==> src/rtl/mul_arbiter.sv <==
// mul_arbiter: two-port round-robin front end for a shared 32x32 multiplier.
// Decodes MUL/MULH/MULHSU/MULHU, keeps a single-entry result cache so a
// repeated operand pair answers without restarting the multiplier, and
// returns the selected product half to the requester that was granted.
// All outputs come from flops; req_ready pulses in the cycle after the
// accept edge, alongside mul_start (miss) or resp_valid (hit).

module mul_arbiter (
    input  logic        CLK,
    input  logic        nRST,
    input  logic [1:0]  req_valid,
    input  logic [3:0]  req_op,
    input  logic [63:0] req_a,
    input  logic [63:0] req_b,
    output logic [1:0]  req_ready,
    output logic [1:0]  resp_valid,
    output logic [31:0] resp_data,
    input  logic        flush,
    output logic        busy,
    output logic        mul_start,
    output logic [31:0] mul_multiplicand,
    output logic [31:0] mul_multiplier,
    output logic [1:0]  mul_is_signed,
    input  logic        mul_finished,
    input  logic [63:0] mul_product
);

    typedef enum logic [2:0] {
        IDLE    = 3'd0,
        START   = 3'd1,
        WAIT    = 3'd2,
        CAPTURE = 3'd3,
        RESP    = 3'd4
    } state_t;

    // Operand signedness for an op: bit 1 qualifies A, bit 0 qualifies B.
    function automatic logic [1:0] op_signedness(input logic [1:0] op);
        logic [1:0] sgn;
        case (op)
            2'b00:   sgn = 2'b11;
            2'b01:   sgn = 2'b11;
            2'b10:   sgn = 2'b10;
            2'b11:   sgn = 2'b00;
            default: sgn = 2'b00;
        endcase
        return sgn;
    endfunction

    // MUL returns the low word, every other op the high word.
    function automatic logic [31:0] select_half(input logic [1:0] op, input logic [63:0] product);
        logic [31:0] half;
        if (op == 2'b00) begin
            half = product[31:0];
        end else begin
            half = product[63:32];
        end
        return half;
    endfunction

    state_t      state_r;
    state_t      next_state_s;

    logic        rr_ptr_r;
    logic [1:0]  op_r;
    logic [31:0] a_r;
    logic [31:0] b_r;
    logic [1:0]  sgn_r;
    logic        gnt_r;

    logic        cache_valid_r;
    logic [31:0] cache_a_r;
    logic [31:0] cache_b_r;
    logic [1:0]  cache_sgn_r;
    logic [63:0] cache_prod_r;

    logic [1:0]  req_ready_r;
    logic [1:0]  resp_valid_r;
    logic [31:0] resp_data_r;
    logic        busy_r;
    logic        mul_start_r;

    logic        gnt_idx_s;
    logic        accept_s;
    logic [1:0]  sel_op_s;
    logic [31:0] sel_a_s;
    logic [31:0] sel_b_s;
    logic [1:0]  sel_sgn_s;
    logic        hit_s;
    logic        resp_port_s;
    logic [31:0] resp_data_s;

    // Arbitration, request selection and cache lookup for the IDLE accept.
    always_comb begin
        gnt_idx_s = 1'b0;
        if (req_valid == 2'b11) begin
            gnt_idx_s = rr_ptr_r;
        end else if (req_valid[1]) begin
            gnt_idx_s = 1'b1;
        end else begin
            gnt_idx_s = 1'b0;
        end
        accept_s  = (state_r == IDLE) && (req_valid != 2'b00);
        sel_op_s  = gnt_idx_s ? req_op[3:2]  : req_op[1:0];
        sel_a_s   = gnt_idx_s ? req_a[63:32] : req_a[31:0];
        sel_b_s   = gnt_idx_s ? req_b[63:32] : req_b[31:0];
        sel_sgn_s = op_signedness(sel_op_s);
        // A same-cycle flush already counts as invalidating the entry.
        hit_s     = cache_valid_r && !flush &&
                    (sel_a_s == cache_a_r) && (sel_b_s == cache_b_r) &&
                    ((sel_op_s == 2'b00) || (sel_sgn_s == cache_sgn_r));
    end

    // Next-state decode for the request sequencer.
    always_comb begin
        next_state_s = state_r;
        case (state_r)
            IDLE: begin
                if (accept_s) begin
                    next_state_s = hit_s ? RESP : START;
                end else begin
                    next_state_s = IDLE;
                end
            end
            START: begin
                next_state_s = WAIT;
            end
            WAIT: begin
                if (mul_finished) begin
                    next_state_s = CAPTURE;
                end else begin
                    next_state_s = WAIT;
                end
            end
            CAPTURE: begin
                next_state_s = RESP;
            end
            RESP: begin
                next_state_s = IDLE;
            end
            default: begin
                next_state_s = IDLE;
            end
        endcase
    end

    // Response port and data to be registered for the RESP cycle; a hit reads
    // the cache, a miss forwards the product being captured this cycle.
    always_comb begin
        resp_port_s = gnt_r;
        resp_data_s = 32'd0;
        if (next_state_s == RESP) begin
            if (state_r == IDLE) begin
                resp_port_s = gnt_idx_s;
                resp_data_s = select_half(sel_op_s, cache_prod_r);
            end else begin
                resp_port_s = gnt_r;
                resp_data_s = select_half(op_r, mul_product);
            end
        end else begin
            resp_port_s = gnt_r;
            resp_data_s = 32'd0;
        end
    end

    // Sequencer state register.
    always_ff @(posedge CLK or negedge nRST) begin
        if (!nRST) begin
            state_r <= IDLE;
        end else begin
            state_r <= next_state_s;
        end
    end

    // Latch the granted request and advance the round-robin pointer.
    always_ff @(posedge CLK or negedge nRST) begin
        if (!nRST) begin
            op_r     <= 2'b00;
            a_r      <= 32'd0;
            b_r      <= 32'd0;
            sgn_r    <= 2'b00;
            gnt_r    <= 1'b0;
            rr_ptr_r <= 1'b0;
        end else if (accept_s) begin
            op_r     <= sel_op_s;
            a_r      <= sel_a_s;
            b_r      <= sel_b_s;
            sgn_r    <= sel_sgn_s;
            gnt_r    <= gnt_idx_s;
            rr_ptr_r <= ~gnt_idx_s;
        end
    end

    // Single-entry result cache; a capture wins over a concurrent flush.
    always_ff @(posedge CLK or negedge nRST) begin
        if (!nRST) begin
            cache_valid_r <= 1'b0;
            cache_a_r     <= 32'd0;
            cache_b_r     <= 32'd0;
            cache_sgn_r   <= 2'b00;
            cache_prod_r  <= 64'd0;
        end else if (state_r == CAPTURE) begin
            cache_valid_r <= 1'b1;
            cache_a_r     <= a_r;
            cache_b_r     <= b_r;
            cache_sgn_r   <= sgn_r;
            cache_prod_r  <= mul_product;
        end else if (flush) begin
            cache_valid_r <= 1'b0;
        end
    end

    // Registered handshake, response and multiplier control outputs.
    always_ff @(posedge CLK or negedge nRST) begin
        if (!nRST) begin
            req_ready_r  <= 2'b00;
            resp_valid_r <= 2'b00;
            resp_data_r  <= 32'd0;
            busy_r       <= 1'b0;
            mul_start_r  <= 1'b0;
        end else begin
            req_ready_r  <= accept_s ? (gnt_idx_s ? 2'b10 : 2'b01) : 2'b00;
            resp_valid_r <= (next_state_s == RESP) ? (resp_port_s ? 2'b10 : 2'b01) : 2'b00;
            resp_data_r  <= resp_data_s;
            busy_r       <= (next_state_s != IDLE);
            mul_start_r  <= (next_state_s == START);
        end
    end

    assign req_ready        = req_ready_r;
    assign resp_valid       = resp_valid_r;
    assign resp_data        = resp_data_r;
    assign busy             = busy_r;
    assign mul_start        = mul_start_r;
    assign mul_multiplicand = a_r;
    assign mul_multiplier   = b_r;
    assign mul_is_signed    = sgn_r;

endmodule

==> config.mk <==
export PLATFORM = sky130hd
export DESIGN_NAME = mul_arbiter
export DESIGN_NICKNAME = d
export VERILOG_FILES = /design/src/rtl/mul_arbiter.sv
export SDC_FILE = /design/constraint.sdc
export NUM_CORES = 1
export LEC_CHECK = 0
export BUFFER_PORTS_ARGS = -buffer_cell sky130_fd_sc_hd__buf_2
export CORE_ASPECT_RATIO = 1.75
export CORE_MARGIN = 3
export CORE_UTILIZATION = 60
export CTS_BUF_LIST = sky130_fd_sc_hd__clkbuf_2
export DETAILED_ROUTE_END_ITERATION = 6
export PLACE_DENSITY_LB_ADDON = 0.08
export SETUP_SLACK_MARGIN = 0.05
export SYNTH_ARGS = -nofsm -noshare
export SYNTH_HDL_FRONTEND = slang
export SYNTH_SLANG_ARGS = --single-unit
==> constraint.sdc <==
create_clock -name CLK -period 4.9 [get_ports CLK]
set_input_delay 0.735 -clock CLK [delete_from_list [all_inputs] [get_ports CLK]]
set_output_delay 0.735 -clock CLK [all_outputs]
set_load 0.02 [all_outputs]
; ---- After elaboration in Yosys (flattened, before gate mapping)
; Index checks and enable logic that the tools add are counted.
[op_classes]
n_eq_ne = 12
muxes = 22
bitwise_logic = 1
n_reduce_logical = 14
[ops]
columns = op, n
row1 = two-way mux 32 bit, 6
row2 = == test 32 bit, 2
row3 = case mux 3 bit (4 select lines), 1
row4 = two-way mux 2 bit, 5
row5 = two-way mux 1 bit, 7
row6 = "== test 2 bit, second input constant", 3
row7 = "== test 3 x 1 -> 1 bit, second input constant", 2
row8 = "== test 3 x 2 -> 1 bit, second input constant", 2
row9 = two-way mux 3 bit, 2
row10 = case mux 2 bit (3 select lines), 1
row11 = logical AND 1 bit, 5
row12 = zero test 2 bit, 2
row13 = nonzero test 2 bit, 2
row14 = "== test 3 bit, second input constant", 1
row15 = zero test 3 bit, 1
row16 = nonzero test 3 bit, 1
row17 = "== test 2 x 1 -> 1 bit, second input constant", 1
row18 = == test 2 bit, 1
row19 = OR reduction 2 bit, 1
row20 = zero test 1 bit, 1
row21 = logical OR 1 bit, 1
row22 = inverter 1 bit, 1
[totals]
register_bits = 242
in_bits = 202
out_inout_bits = 104
wordCells = 66

; ---- Longest topological paths before layout
[depth]
word_depth = 16
mapped_depth = 12
mapped_depth_nobuf = 8

; ---- Worst setup path after synthesis
; OpenSTA, ideal clock, no wires.
[synth_path]
path_kind = in2reg
startpoint = input req_valid[0]
endpoint = register resp_data_r[10] (netlist: resp_data[10])
setup_ns = 0.077
t_arrival_ns = 2.973
required_ns = 4.823
slack_ns = 1.851
path_stages = 10
n_path_buf = 2
path_cell_list = nor2b_4 > nor2_4 > buf_6 > mux2i_1 > xnor2_1 > or4_4 > nor4_4 > buf_6 > nand4_1 > o21ai_1
[synth_via]
elab_chain_len = 14
word_cells_on_any_way = 27
classes_between = 8 x eq/ne / 11 x mux / 8 x reduce/logical
[synth_lines]
columns = item, line_no
row1 = "start, declared", 11  ; input logic [1:0] req_valid,
row2 = == test 2 bit, 95  ; if (req_valid == 2'b11) begin
row3 = two-way mux 1 bit, 95
row4 = two-way mux 2 bit, 103  ; sel_op_s = gnt_idx_s ? req_op[3:2] : req_op[1:0];
row5 = == test 2 x 1 -> 1 bit / zero test 2 bit (equally long branches), "39, 52, 110"
row6 = OR reduction 2 bit (no line), --
row7 = case mux 2 bit (3 select lines), 39  ; case (op)
row8 = == test 2 bit, 110  ; ((sel_op_s == 2'b00) || (sel_sgn_s == cache_sgn_r));
row9 = logical OR 1 bit, 110
row10 = logical AND 1 bit, 109  ; (sel_a_s == cache_a_r) && (sel_b_s == cache_b_r) &&
row11 = two-way mux 3 bit, 119  ; next_state_s = hit_s ? RESP : START;
row12 = two-way mux 3 bit, 118  ; if (accept_s) begin
row13 = case mux 3 bit (4 select lines), 116  ; case (state_r)
row14 = == test 3 bit, 151  ; if (next_state_s == RESP) begin
row15 = two-way mux 32 bit (*), 151
row16 = via resp_data_s[10], 90  ; logic [31:0] resp_data_s;
row17 = "end signal, assigned", 223  ; resp_data_r <= resp_data_s;
row18 = "end, declared", 78  ; logic [31:0] resp_data_r;
; The timed path passes the listed nets; every way through them passes the cells marked *.
; A chain may end at the register's enable or synchronous reset.

; ---- Worst setup path in the final report
[layout_path]
startpoint = register rr_ptr_r
endpoint = register resp_data_r[4] (netlist: resp_data[4])
[layout_via]
elab_chain_len = 13
word_cells_on_any_way = 24
classes_between = 7 x eq/ne / 11 x mux / 6 x reduce/logical
[layout_lines]
columns = item, line_no
row1 = "start, declared", 63  ; logic rr_ptr_r;
row2 = "start signal, assigned", 189  ; rr_ptr_r <= ~gnt_idx_s;
row3 = two-way mux 1 bit (*), 95
row4 = two-way mux 2 bit, 103
row5 = == test 2 x 1 -> 1 bit / zero test 2 bit (equally long branches), "39, 52, 110"
row6 = OR reduction 2 bit (no line), --
row7 = case mux 2 bit (3 select lines), 39
row8 = == test 2 bit, 110
row9 = logical OR 1 bit, 110
row10 = logical AND 1 bit, 109
row11 = two-way mux 3 bit, 119
row12 = two-way mux 3 bit, 118
row13 = case mux 3 bit (4 select lines), 116
row14 = == test 3 bit, 151
row15 = two-way mux 32 bit (*), 151
row16 = via resp_data_s[4], 90
; Marks and branches as above.

==> impl_metrics.json <==
{
  "outcome": "complete, no violations",
  "avgRoutedWirePerCell_um": 21.3,
  "clock_skew_ns": 0.0511,
  "fin_ws_ns": 1.51,
  "critical_path.cell_chain": "nand2b_1, nand2_4, buf_4, a31oi_1, a2111oi_0, nand4_1, nor4_4, buf_4, nand4_1, o21ai_1",
  "finalWirelength_um": 37500,
  "dp_hpwl_um": 26400,
  "worst-slew-pin-transition_ns": 0.789,
  "cp_top_family": "simple AND/OR/NAND/NOR gates",
  "clockRootBuffer": "clkbuf_2",
  "via_per_inst": 6.11,
  "antenna_found_initial": 5,
  "critPathCaptureType": "register",
  "grt_start_max_net_pins": 109,
  "synth_edf_count": 0,
  "grt_first_pass_wirelength_um": 58500,
  "rsz0062_at_grt": "false",
  "period_share": 0.691,
  "synth_top_area_share": 0.497,
  "register_area_sq_um": 6060,
  "cts_resized": 0,
  "ir_worst_vdd_uv": 388,
  "cts_sinks": 242,
  "drc": 0,
  "path_class": "reg2reg",
  "syn_inst": 1183,
  "hold_viol": 0,
  "finalSetupViolations": 0,
  "firstDrtPassIters": 5,
  "synth_common_cells": "242 x dfrtp_1, 163 x mux2_2, 119 x nand2_1",
  "hold_class": "in2reg",
  "startpoint_type": "register",
  "core_sq_um": 19800,
  "yosysWarnings": 0,
  "p_leak_nw": 6.75,
  "grt_pass1_vias": 11319,
  "synth-async-reset-ratio": 1.00,
  "place_area_sq_um": 13800,
  "yosysMostFrequentCell": "dfrtp_1",
  "cp_slowest_stage_delay_ns": 0.53,
  "clockBufferDepth": 3,
  "maxSlewHeadroom": 0.474,
  "drive_gt1_frac": 0.392,
  "multi_input_area_sq_um": 5610,
  "synthesis.area_sq_um": 12200,
  "cp.required_ns": 5.65,
  "drv_slew": 0,
  "rows": 68,
  "tns_ns": 0,
  "yosys.area.top_type": "dfrtp_1",
  "avgSynthCellArea_sq_um": 10.3,
  "dp_slack_ns": 1.07,
  "fin_crit_ns": 3.39,
  "yosys_most_used_dff": "dfrtp_1",
  "cts_tree": "built",
  "synthTopCellsByArea": "dfrtp_1 50%, mux2_2 15%, nand2_1 3.7%",
  "synth_nets": 1385,
  "synth.distinct_cells": 59,
  "cts_made_buffers": 56,
  "overflow": 0,
  "cts_setup_buffers": 0,
  "cp_max_fo": 37,
  "yosysSeqAreaShare": 0.497,
  "fillers": 1571,
  "ys_ff_latch": 242,
  "area_growth_pct": 17.4,
  "gp_congestion": 0.922,
  "clock_latency_ns": 0.87,
  "ant_nets": 0,
  "grt_usage": 0.336,
  "die_w_um": 114,
  "vias": 10784,
  "nNetsFinal": 1681,
  "htreeDepth": 2,
  "start_util": 0.615,
  "maxCapViolations": 0,
  "critPathBufInv": 2,
  "crit_slowest_cell": "a2111oi_0",
  "cts.clk_slew.worst_paths_ns": 0.11,
  "arrival_ns": 4.14,
  "io_buffers": 305,
  "io_pins": 306,
  "rrSetupSlack_ns": 1.51,
  "final_area_sq_um": 14300,
  "dr.first_iter.drc_count": 1005,
  "die-area_sq_um": 22100,
  "timing.fmax_mhz": 295,
  "fp.dieH_um": 195,
  "power_density_nw_per_um2": 633
}
==> layer usage <==
layer	wire length [um]	part of all wire	track usage
met4	2420	0.064	0.204
met2	19000	0.51	0.572
met3	2910	0.078	0.0726
met1	13200	0.35	0.379
met5	15	0.00040	0
==> metrics by stage <==
stage / utilization / hold WS, ns / total power, mW / instances
2_1_floorplan: - / 0.439 / 6.42 / 1183
3_3_place_gp: 0.697 / 0.479 / 7.69 / 1665
4_1_cts: 0.721 / 0.0323 / 9.07 / 1761
6_report: 0.721 / 0.102 / 9.05 / 1765
3_5_place_dp: 0.697 / 0.487 / 7.80 / 1665
5_1_grt: 0.721 / 0.0257 / 9.62 / 1763
==> final timing paths <==
check / from / end / depth (start not counted)
max in group asynchronous: nRST / cache_b_r[23] / 3
setup reg to reg: rr_ptr_r / resp_data[4] / 10
setup / recovery: rr_ptr_r / resp_data[4] / 10
hold / removal: mul_product[1] / cache_prod_r[1] / 2
hold reg to reg: mul_is_signed[1] / mul_is_signed[1] / 2
min in group asynchronous: nRST / cache_prod_r[13] / 2
==> power breakdown <==
group / internal (mW) / total [mW] / switching, mW
Sequential: 2.93 / 3.56 / 0.638
Clock: 0.469 / 1.26 / 0.789
Combinational: 1.78 / 4.23 / 2.45
==> area by class of cell <==
type,count,area share
clock buffers,89,0.0312
multi-input cells,818,0.392
clock inverters,6,0.00158
inverters,35,0.00919
diodes,4,0.000700
well taps,245,0.0214
flip-flops and latches,242,0.424
repair buffers,326,0.120
==> cell families (layout without fill, tap and decap cells) <==
kind of cell	after synthesis	count (layout)	share of synthesized area
mux	181	181	0.165
other cells	0	4	0
xor+xnor	39	39	0.0280
flops	242	242	0.497
compound gates	281	281	0.137
simple gates	317	317	0.128
buf+inv	123	456	0.0451
==> what timing repair did <==
action	CTS	global route
hold endpoints to repair	102	0
setup endpoints to repair	0	0
hold buffers	1	0
==> sequential cells by signal (all words and copies together), names as in the netlist, 3 cells and up <==
| register | cells |
|---|---|
| resp_data | 32 |
| cache_a_r | 32 |
| mul_multiplicand | 32 |
| mul_multiplier | 32 |
| state_r | 3 |
| cache_b_r | 32 |
| cache_prod_r | 64 |
==> layout by cell type, fill, tap and decap left out, types with 38 or more instances in the layout <==
cell / Yosys / routed
a21oi_1: 59 / 59
buf_2: 10 / 304
clkbuf_2: 0 / 89
dfrtp_1: 242 / 242
mux2_2: 163 / 163
nand2_1: 119 / 117
nand3_1: 53 / 53
nand4_1: 38 / 38
nor2_1: 46 / 45
o21ai_0: 89 / 89
(Power assumes the default switching activity.)
